==> src/rtl/if_stage.sv <==
// Instruction-fetch stage: owns the PC, runs a req/ack fetch port, parks a
// fetch that completes under stall in a one-entry skid, and discards the
// in-flight fetch when a branch redirects while a request is outstanding.
module if_stage #(
  parameter logic [31:0] RESET_PC = 32'h0000_0000
) (
  input  logic        clk,
  input  logic        rst,
  input  logic        stall,
  input  logic        br_taken,
  input  logic [31:0] br_target,
  output logic        imem_req,
  output logic [31:0] imem_addr,
  input  logic        imem_ack,
  input  logic [31:0] imem_rdata,
  output logic [31:0] if_inst,
  output logic [31:0] if_pc4,
  output logic        if_valid,
  output logic [3:0]  IF_ins_type,
  output logic [3:0]  IF_ins_number
);

  typedef enum logic [1:0] {FETCH, HOLD, DROP} state_t;

  state_t      state, nxt_state;
  logic        started;          // keeps req low for the first cycle out of reset
  logic [31:0] pc, nxt_pc;
  logic [31:0] drop_addr, nxt_drop_addr;
  logic [31:0] skid_inst, nxt_skid_inst;
  logic [31:0] skid_pc4, nxt_skid_pc4;
  logic [31:0] nxt_inst, nxt_pc4_out;
  logic        nxt_valid;
  logic [3:0]  nxt_type, nxt_num;
  logic        xfer;
  logic [31:0] pc_plus4;

  // Debug class from the opcode field
  function automatic logic [3:0] ins_class(input logic [31:0] ins);
    casez (ins[31:26])
      6'b000000: ins_class = 4'd1;
      6'b100011: ins_class = 4'd2;
      6'b101011: ins_class = 4'd3;
      6'b00010?: ins_class = 4'd4;
      6'b001???: ins_class = 4'd5;
      6'b00001?: ins_class = 4'd6;
      default:   ins_class = 4'd0;
    endcase
  endfunction

  assign imem_req  = started && (state != HOLD);
  assign imem_addr = (state == DROP) ? drop_addr : pc;
  assign xfer      = imem_req && imem_ack;
  assign pc_plus4  = pc + 32'd4;

  // Next-state and datapath updates; everything holds unless changed below
  always_comb begin
    nxt_state     = state;
    nxt_pc        = pc;
    nxt_drop_addr = drop_addr;
    nxt_skid_inst = skid_inst;
    nxt_skid_pc4  = skid_pc4;
    nxt_inst      = if_inst;
    nxt_pc4_out   = if_pc4;
    nxt_valid     = if_valid;
    nxt_type      = IF_ins_type;
    nxt_num       = IF_ins_number;
    unique case (state)
      FETCH: begin
        if (br_taken) begin
          nxt_pc    = br_target;
          nxt_valid = 1'b0;
          nxt_inst  = 32'h0;
          nxt_type  = 4'd0;
          // an unanswered request must run to its ack at the old address
          if (imem_req && !imem_ack) begin
            nxt_state     = DROP;
            nxt_drop_addr = pc;
          end
        end else if (xfer) begin
          nxt_pc = pc_plus4;
          if (!stall) begin
            nxt_inst    = imem_rdata;
            nxt_pc4_out = pc_plus4;
            nxt_valid   = 1'b1;
            nxt_type    = ins_class(imem_rdata);
            nxt_num     = IF_ins_number + 4'd1;
          end else begin
            nxt_skid_inst = imem_rdata;
            nxt_skid_pc4  = pc_plus4;
            nxt_state     = HOLD;
          end
        end else if (!stall) begin
          nxt_valid = 1'b0;
          nxt_inst  = 32'h0;
          nxt_type  = 4'd0;
        end
      end
      HOLD: begin
        if (br_taken) begin
          nxt_pc    = br_target;
          nxt_valid = 1'b0;
          nxt_inst  = 32'h0;
          nxt_type  = 4'd0;
          nxt_state = FETCH;
        end else if (!stall) begin
          nxt_inst    = skid_inst;
          nxt_pc4_out = skid_pc4;
          nxt_valid   = 1'b1;
          nxt_type    = ins_class(skid_inst);
          nxt_num     = IF_ins_number + 4'd1;
          nxt_state   = FETCH;
        end
      end
      DROP: begin
        if (br_taken) nxt_pc = br_target;
        if (imem_ack) nxt_state = FETCH;
        if (!stall || br_taken) begin
          nxt_valid = 1'b0;
          nxt_inst  = 32'h0;
          nxt_type  = 4'd0;
        end
      end
      default: nxt_state = FETCH;
    endcase
  end

  // State and output registers
  always_ff @(posedge clk or negedge rst) begin
    if (!rst) begin
      state         <= FETCH;
      started       <= 1'b0;
      pc            <= RESET_PC;
      drop_addr     <= 32'h0;
      skid_inst     <= 32'h0;
      skid_pc4      <= 32'h0;
      if_inst       <= 32'h0;
      if_pc4        <= 32'h0;
      if_valid      <= 1'b0;
      IF_ins_type   <= 4'd0;
      IF_ins_number <= 4'd0;
    end else begin
      state         <= nxt_state;
      started       <= 1'b1;
      pc            <= nxt_pc;
      drop_addr     <= nxt_drop_addr;
      skid_inst     <= nxt_skid_inst;
      skid_pc4      <= nxt_skid_pc4;
      if_inst       <= nxt_inst;
      if_pc4        <= nxt_pc4_out;
      if_valid      <= nxt_valid;
      IF_ins_type   <= nxt_type;
      IF_ins_number <= nxt_num;
    end
  end

endmodule

==> config.mk <==
export PLATFORM = sky130hd
export DESIGN_NAME = if_stage
export DESIGN_NICKNAME = d
export VERILOG_FILES = /design/src/rtl/if_stage.sv
export SDC_FILE = /design/constraint.sdc
export NUM_CORES = 1
export LEC_CHECK = 0
export ABC_AREA = 1
export CORE_ASPECT_RATIO = 0.75
export CORE_MARGIN = 4
export CORE_UTILIZATION = 32
export CTS_BUF_LIST = sky130_fd_sc_hd__clkbuf_8
export CTS_CLUSTER_DIAMETER = 100
export DETAILED_ROUTE_END_ITERATION = 7
export PLACE_DENSITY = 0.6
export SLEW_MARGIN = 10
export SYNTH_ARGS = -nofsm -noshare
export SYNTH_HDL_FRONTEND = slang
export SYNTH_SLANG_ARGS = --single-unit
==> constraint.sdc <==
create_clock -name clk -period 2.7 [get_ports clk]
set_clock_uncertainty 0.2 [all_clocks]
set_input_delay 0.54 -clock clk [delete_from_list [all_inputs] [get_ports clk]]
set_output_delay 0.54 -clock clk [all_outputs]
set_load 0.01 [all_outputs]
=== Word-level counts from Yosys, hierarchy flattened ===
Index checks and enable logic that the tools add are counted.

* Register bits: 204
* Logic and storage cells: 111

* $add $sub $neg: 2
* Equal/unequal tests: 27
* Mux-type cells: 49
* Bitwise gates (word level): 1
* Reduce and logical (&&, ||, !) cells: 21

{| class="wikitable"
|+ Operator list
! operator !! count
|-
| 32-bit 2-to-1 mux || 16
|-
| 32-bit one-hot mux with 2 select lines || 2
|-
| 32-bit one-hot mux with 3 select lines || 1
|-
| 4-bit 2-to-1 mux || 11
|-
| 3-bit one-hot mux with 6 select lines || 2
|-
| 32-bit by 3-bit adder with 32-bit output, second input constant || 1
|-
| 6-bit equality test, second input constant || 4
|-
| 3-bit != test, second input constant || 5
|-
| 2-bit 2-to-1 mux || 7
|-
| 6-bit zero test || 2
|-
| 2-bit != test, second input constant || 6
|-
| 4-bit one-hot mux with 3 select lines || 1
|-
| 4-bit AND reduction || 3
|-
| 5-bit by 1-bit equality test with 1-bit output, second input constant || 2
|-
| 5-bit by 2-bit equality test with 1-bit output, second input constant || 2
|-
| 3-bit AND reduction || 3
|-
| 4-bit one-hot mux with 2 select lines || 1
|-
| 3-bit by 1-bit equality test with 1-bit output, second input constant || 2
|-
| 1-bit 2-to-1 mux || 6
|-
| 2-bit by 1-bit != test with 1-bit output, second input constant || 3
|-
| 2-bit one-hot mux with 3 select lines || 1
|-
| 6-bit AND reduction || 1
|-
| 5-bit AND reduction || 1
|-
| 4-bit by 1-bit adder with 4-bit output, second input constant || 1
|-
| other kinds (12) || 16
|}

=== Longest topological paths before layout ===
Gate-level depths: netlist of the first run.

* Depth after elaboration: 6
* Depth in mapped cells: 11

=== Least setup slack after synthesis of the first run ===
Ideal clock, no wire load.

* Path type: reg2out
* From: register state[0]
* To: output port imem_addr[0]
* Arrival time: 1.340 ns
* Required time: 1.960 ns
* Slack: 0.620 ns
* Cell stages (with the launch flop): 7
* Cells stage by stage: dfrtp_1 -> inv_1 -> ha_1 -> clkbuf_1 -> clkbuf_1 -> nand2_1 -> o21ai_0

* Word-level cells in the longest chain between the ends: 2

{| class="wikitable"
|+ Ends and longest elaborated chain
! item !! line !! text
|-
| start: declaration || 25 || <nowiki>state_t state, nxt_state;</nowiki>
|-
| start signal: assignment || 142 || <nowiki>state <= nxt_state;</nowiki>
|-
| 2-bit equality test || 51 || <nowiki>assign imem_addr = (state == DROP) ? drop_addr : pc;</nowiki>
|-
| 32-bit 2-to-1 mux || 51 ||
|-
| end: declaration || 13 || <nowiki>output logic [31:0] imem_addr,</nowiki>
|}

No other way between the ends.

=== Worst setup path in the final report of the first run ===
* From: register state[1]
* To: output port imem_addr[29]

Same word-level chain as after synthesis.

==> impl_metrics.csv, run 1 <==
group,metric,value,unit
power_and_ir_drop,netSwitchingFraction,40.6,%
grt,use_met2,26.9,%
yosys,synth_edf_count,0,
floorplan,core_area,30300,um^2
detailed_routing,drt_wl_total,30400,um
clocking,clk_latency,0.54,ns
setup_path,critPathLaunchType,"register",
floorplan,start_util,32.6,%
yosys,synthMuxAreaShare,0,%
final_layout,drive_gt1_share,7.40,%
worst_hold_path,hold_path.class,"register to register",
final_layout,finalNonFillerCells,1885,
detailed_routing,vias,9106,
grt,grt_util_met1,26.1,%
yosys,synthSimpleGateAreaFrac,26.0,%
yosys,yosys_warnings,0,
power_and_ir_drop,seq_power_share,37.5,%
floorplan,io-pin-count,175,
timing,fin_tns_setup,0,ns
setup_path,crit_path_end_kind,"primary output",
setup_path,cp_top_family,"buffers and inverters",
power_and_ir_drop,leakage,6.10,nW
floorplan,rows,55,
grt,grt_pass1_wl,48800,um
detailed_routing,via_per_inst,4.83,
detailed_routing,wl_per_cell,16.1,um
floorplan,fp.dieW,211,um
final_layout,final_cell_mix,"nand2_1, dfrtp_1, clkdlybuf4s50_1",
setup_path,worst_path_max_delay_cell,"dfrtp_1",
yosys,synth_compound_area_share,14.5,%
yosys,synthFlopType,"dfrtp_1",
yosys,synth_top_family_by_area,"simple AND/OR/NAND/NOR gates",
detailed_routing,drt_iter0_drc,703,
timing,final.period_utilization,96.8,%
yosys,postSynthAreaPerCell,7.71,um^2
place,place_congestion,0.890,
yosys,ys_seq_area_share,51.3,%
yosys,syn-cell-area,9900,um^2
timing,hold_violations,0,
setup_path,path_cells,"ha_4 > buf_16 > o21ai_0 > clkdlybuf4s15_1",
yosys,synth_xor_area_share,0.796,%
timing,max_slew_margin,62.3,%
place,dp_hpwl,21100,um
yosys,synthAdderAreaFrac,0.758,%
grt,grt_pass1_vias,8885,
clocking,numCtsBuffers,37,
yosys,ys_seq_elements,203,
power_and_ir_drop,netSwitchingPower,0.00570,W
floorplan,die_y,160,um
place,io_buffers,173,
power_and_ir_drop,pwr_density_cell,1090,nW/um^2
run_status,status,"complete, no violations",
place,dp_cells,1816,
clocking,root_buffer,"clkbuf_8",
timing,fmax,382,MHz
grt,grtUsageMet3,3.59,%
setup_path,crit_arrival,1.87,ns
clocking,clkSinkCount,203,
yosys,synthDistinctLibCells,33,
clocking,cts_buffer_depth,3,
grt,track_usage,17.7,%
run,cap_violations,0,
detailed_routing,drc_errors,0,
power_and_ir_drop,clkPwrFrac,20.3,%
timing,post-route-min-period,2.61,ns
setup_path,path_class,"register to primary output",
clocking,cts.clk_slew.worst_paths,0.06,ns
timing,maxSlewViolCount,0,
setup_path,worst-path-max-fanout,32,
detailed_routing,ant_nets,0,
floorplan,dieArea,33800,um^2
yosys,async_flop_share,100,%
setup_path,crit_buf_inv,2,
grt,grt_overflow,0,
final_layout,syn_to_final_growth,30.7,%
detailed_routing,first_pass_iters,5,
grt,grt.busiest_layer,"met2",
grt,grt_max_degree,67,
power_and_ir_drop,comb_power_share,42.2,%
timing,finalSetupViolations,0,
yosys,synth_nets,1359,
power_and_ir_drop,p_total,0.0140,W
grt,antenna_found_initial,0,
power_and_ir_drop,ir_worst_vdd,511,uV
power_and_ir_drop,internal-power,0.00834,W
timing,tightest_slew,0.563,ns
final_layout,mostFrequentLayoutCell,"nand2_1",
yosys,synthesis.instances,1284,
final_layout,n_antenna_cell,0,
clocking,cts_tree,"built",
final_layout,nets,1536,
setup_path,crit_required,1.96,ns
setup_path,max_stage_delay,0.41,ns
timing,grt_setup_unrepaired,"false",
clocking,htreeDepth,2,
[cell usage after synthesis, types with 6 or more instances]
| master | n | share of area (%) |
|---|---|---|
| o21ai_0 | 132 | 6.7 |
| a21oi_1 | 58 | 2.9 |
| buf_2 | 22 | 1.1 |
| nor2_1 | 138 | 5.2 |
| ha_1 | 6 | 0.76 |
| nand3_1 | 56 | 2.8 |
| dfrtp_1 | 203 | 51 |
| o21ai_1 | 18 | 0.91 |
| inv_1 | 78 | 3.0 |
| buf_4 | 9 | 0.68 |
| clkbuf_1 | 26 | 0.99 |
| a31oi_1 | 17 | 1.1 |
| a22oi_1 | 32 | 2.4 |
| nand2_1 | 444 | 17 |
[sequential cells by signal, summed over array words and instances (netlist names)]
signal	flops
drop_addr	32
IF_ins_type	3
IF_ins_number	4
if_valid	1
state	2
skid_inst	32
if_pc4	32
pc	32
started	1
skid_pc4	32
if_inst	32
[path summary, 6_finish.rpt]
kind                                      startpoint                        end  slack [ns]  cells after the start
max                             state[1]$_DFFE_PN0P_              imem_addr[29]        0.09                      4
max in group asynchronous                        rst   skid_pc4[18]$_DFFE_PN0P_        1.26                      3
min                        skid_inst[13]$_DFFE_PN0P_  skid_inst[13]$_DFFE_PN0P_        0.27                      2
max reg2reg                        pc[2]$_DFFE_PN0P_     if_pc4[28]$_DFFE_PN0P_        0.35                     10
min in group asynchronous                        rst   drop_addr[2]$_DFFE_PN0P_        0.36                      2
min reg2reg                skid_inst[13]$_DFFE_PN0P_  skid_inst[13]$_DFFE_PN0P_        0.27                      2
[power groups by stage]
stage / logic, W / registers (W) / clock network (W)
floorplan: 0.00333 / 0.00519 / 0
global placement: 0.00597 / 0.00526 / 0
detailed placement: 0.00606 / 0.00529 / 0
CTS: 0.00602 / 0.00525 / 0.00298
global route: 0.00669 / 0.00542 / 0.00311
finish: 0.00593 / 0.00526 / 0.00285
[cell type report]
| class | count | area [um^2] |
|---|---|---|
| sequential | 203 | 5080 |
| inverter | 83 | 312 |
| multi-input combinational | 934 | 4200 |
| clock buffer | 46 | 633 |
| tap | 399 | 499 |
| clock inverter | 18 | 81.3 |
| fill | 3070 | 17400 |
| timing repair buffer | 202 | 2130 |
[tightest hold or removal path, cell delays in order, from the launching register on]
cell and delay, ns:
dfrtp_1 0.34, nand2_1 0.05, nand2_1 0.05
[kinds of logic after synthesis]
logic type | after synthesis
AOI/OAI and AO/OA | 264
xor gates and xnor gates | 9
adders and majority gates | 6
buffers and inverters | 147
DFF | 203
other | 2
and+or+nand+nor | 653
[repair_timing]
item / CTS / global route
endpoints found under the hold margin: 52 / 0
pin swaps: 1 / 0
hold buffers: 1 / 0
setup endpoints to repair: 33 / 16
cloned: 2 / 0
setup buffers: 2 / 0
gates resized for setup: 47 / 28
[stage by stage]
stage	hold slack (ns)	setup WS [ns]	util, %	cell area (um^2)
finish	0.273	0.0854	42.6	12900
global route	0.303	0.000145	42.6	12900
detailed placement	0.259	0.215	40.2	12200
global placement	0.254	0.227	40.2	12200
floorplan	0.0444	0.620	-	9900
CTS	0.274	0.0206	42.7	13000
[routing by layer]
layer  wire length (um)  part of all wire (%)
met5                  0                     0
met4                556                   1.8
met3               1780                   5.9
met2              13500                    44
met1              14600                    48
Note: power is estimated with default switching activity, not from simulation.
==> inputs of run 2 (changes only) <==
--- a/config.mk
+++ b/config.mk
@@ -12,7 +12,7 @@
 export CTS_BUF_LIST = sky130_fd_sc_hd__clkbuf_8
 export CTS_CLUSTER_DIAMETER = 100
 export DETAILED_ROUTE_END_ITERATION = 7
-export PLACE_DENSITY = 0.6
+export SETUP_SLACK_MARGIN = 0.3
 export SLEW_MARGIN = 10
 export SYNTH_ARGS = -nofsm -noshare
 export SYNTH_HDL_FRONTEND = slang
==> run 2 against run 1 <==
  * Combinational power grew 15%
  * Cell count grew 1.5%
  * Global-route usage grew 0.24 points
  * Sequential power grew 2%
  * Core utilization grew 2.1 points
  * Critical path depth grew 4
  * Via count grew 2.7%
  * Critical path type unchanged
  * Critical endpoint is now imem_addr[16]
  * Largest power group unchanged
  * Highest routed layer unchanged
==> impl_metrics.csv, run 2 (synthesis gave the netlist of run 1 again) <==
group,metric,value,unit
detailed_routing,drt_wl_total,32700,um
place,pre_cts_ws,0.215,ns
final_layout,n_antenna_cell,0,
detailed_routing,first_pass_iters,5,
final_layout,fill_cells,3001,
setup_path,crit_required,1.96,ns
final_layout,final_cell_mix,"nand2_1, dfrtp_1, clkdlybuf4s50_1",
floorplan,die_y,160,um
timing,grt_setup_unrepaired,"true",
final_layout,mostFrequentLayoutCell,"nand2_1",
grt,grt_pass1_vias,8877,
floorplan,start_util,32.6,%
timing,maxSlewViolCount,0,
detailed_routing,via_per_inst,4.88,
timing,hold_violations,0,
grt,grt_pass1_wl,49300,um
run,cap_violations,0,
detailed_routing,wl_per_cell,17.1,um
timing,fin_tns_setup,0,ns
grt,antenna_found_initial,0,
detailed_routing,vias,9348,
timing,max_slew_margin,63.1,%
clocking,cts_buffer_depth,3,
timing,final.period_utilization,98.5,%
timing,fmax,376,MHz
final_layout,multi_input_area,4460,um^2
final_layout,finalNonFillerCells,1914,
setup_path,crit_path_end_kind,"primary output",
final_layout,syn_to_final_growth,37.0,%
detailed_routing,drt_iter0_drc,768,
clocking,numCtsBuffers,37,
detailed_routing,ant_nets,0,
worst_hold_path,hold_path.class,"register to register",
place,place_congestion,0.890,
clocking,cts_tree,"built",
timing,tightest_slew,0.553,ns
power_and_ir_drop,pwr_density_cell,1110,nW/um^2
place,dp_cells,1816,
setup_path,worst-path-max-fanout,8,
clocking,clk_latency,0.54,ns
clocking,root_buffer,"clkbuf_8",
final_layout,fin_area,13600,um^2
detailed_routing,drc_errors,0,
clocking,clkSinkCount,203,
floorplan,io-pin-count,175,
clocking,cts.clk_slew.worst_paths,0.06,ns
place,dpl_cell_area,12200,um^2
place,dp_hpwl,21100,um
setup_path,path_class,"register to primary output",
setup_path,critPathLaunchType,"register",
floorplan,rows,55,
final_layout,seq_area,5080,um^2
grt,grt_max_degree,67,
power_and_ir_drop,ir_worst_vdd,511,uV
final_layout,nets,1565,
clocking,htreeDepth,2,
setup_path,crit_arrival,1.92,ns
run_status,status,"complete, no violations",
timing,finalSetupViolations,0,
power_and_ir_drop,leakage,6.47,nW
floorplan,dieArea,33800,um^2
floorplan,fp.dieW,211,um
place,io_buffers,173,
grt,grt_overflow,0,
final_layout,drive_gt1_share,14.3,%
timing,post-route-min-period,2.66,ns
timing,finalWorstSetupSlack,0.0414,ns
grt,track_usage,18.0,%
floorplan,core_area,30300,um^2
[run 2: stage by stage]
step / power [W] / utilization, % / hold slack (ns)
floorplan: 0.00852 / - / 0.0444
global placement: 0.0112 / 40.2 / 0.254
detailed placement: 0.0113 / 40.2 / 0.259
CTS: 0.0145 / 43.0 / 0.274
global route: 0.0162 / 44.7 / 0.303
finish: 0.0150 / 44.7 / 0.273
[run 2: layout make-up]
class	instances	area share, %
flip-flops and latches	203	37.5
well taps	399	3.68
repair buffers	231	18.4
inverters	83	2.32
multi-input cells	934	32.9
clock buffers	46	4.67
clock inverters	18	0.600
[run 2: what timing repair did]
item / CTS / global route
hold buffers: 1 / 0
cloned: 4 / 6
hold endpoints to repair: 52 / 0
setup endpoints to repair: 33 / 68
pin swaps: 2 / 12
resized for setup: 115 / 149
buffers inserted: 8 / 15
[run 2: metal layers]
metal  GRT usage (%)  wire length [um]  share of wire (%)
met1            26.8             15800                 48
met2            27.0             14300                 44
met3            3.57              2020                6.2
met4            4.39               551                1.7
met5               0                 0                  0
[run 2: report_power, final]
group | switching (W) | leakage, nW | internal [W] | total, W
clock network | 0.00133 | 0.409 | 0.00153 | 0.00286
registers | 0.00101 | 2.52 | 0.00434 | 0.00535
logic | 0.00387 | 3.54 | 0.00295 | 0.00682
total | 0.00621 | 6.47 | 0.00882 | 0.0150
[run 2: worst paths after layout]
path | endpoint | depth (start not counted) | slack [ns] | from
worst max-delay path | imem_addr[16] | 8 | 0.04 | state[0]$_DFFE_PN0P_
worst min register to register | skid_inst[13]$_DFFE_PN0P_ | 2 | 0.27 | skid_inst[13]$_DFFE_PN0P_
min in group asynchronous | drop_addr[2]$_DFFE_PN0P_ | 2 | 0.36 | rst
max in group asynchronous | skid_pc4[19]$_DFFE_PN0P_ | 3 | 1.26 | rst
worst min-delay path | skid_inst[13]$_DFFE_PN0P_ | 2 | 0.27 | skid_inst[13]$_DFFE_PN0P_
worst max register to register | if_inst[19]$_DFFE_PN0P_ | 11 | 0.34 | state[0]$_DFFE_PN0P_
[run 2: worst max-delay path: stages (launching register included)]
cell and delay [ns]:
dfrtp_1 0.40, inv_2 0.08, ha_4 0.24, buf_6 0.16, buf_12 0.11, buf_16 0.13, nand2_1 0.05, o21ai_1 0.07
buf_2 0.14
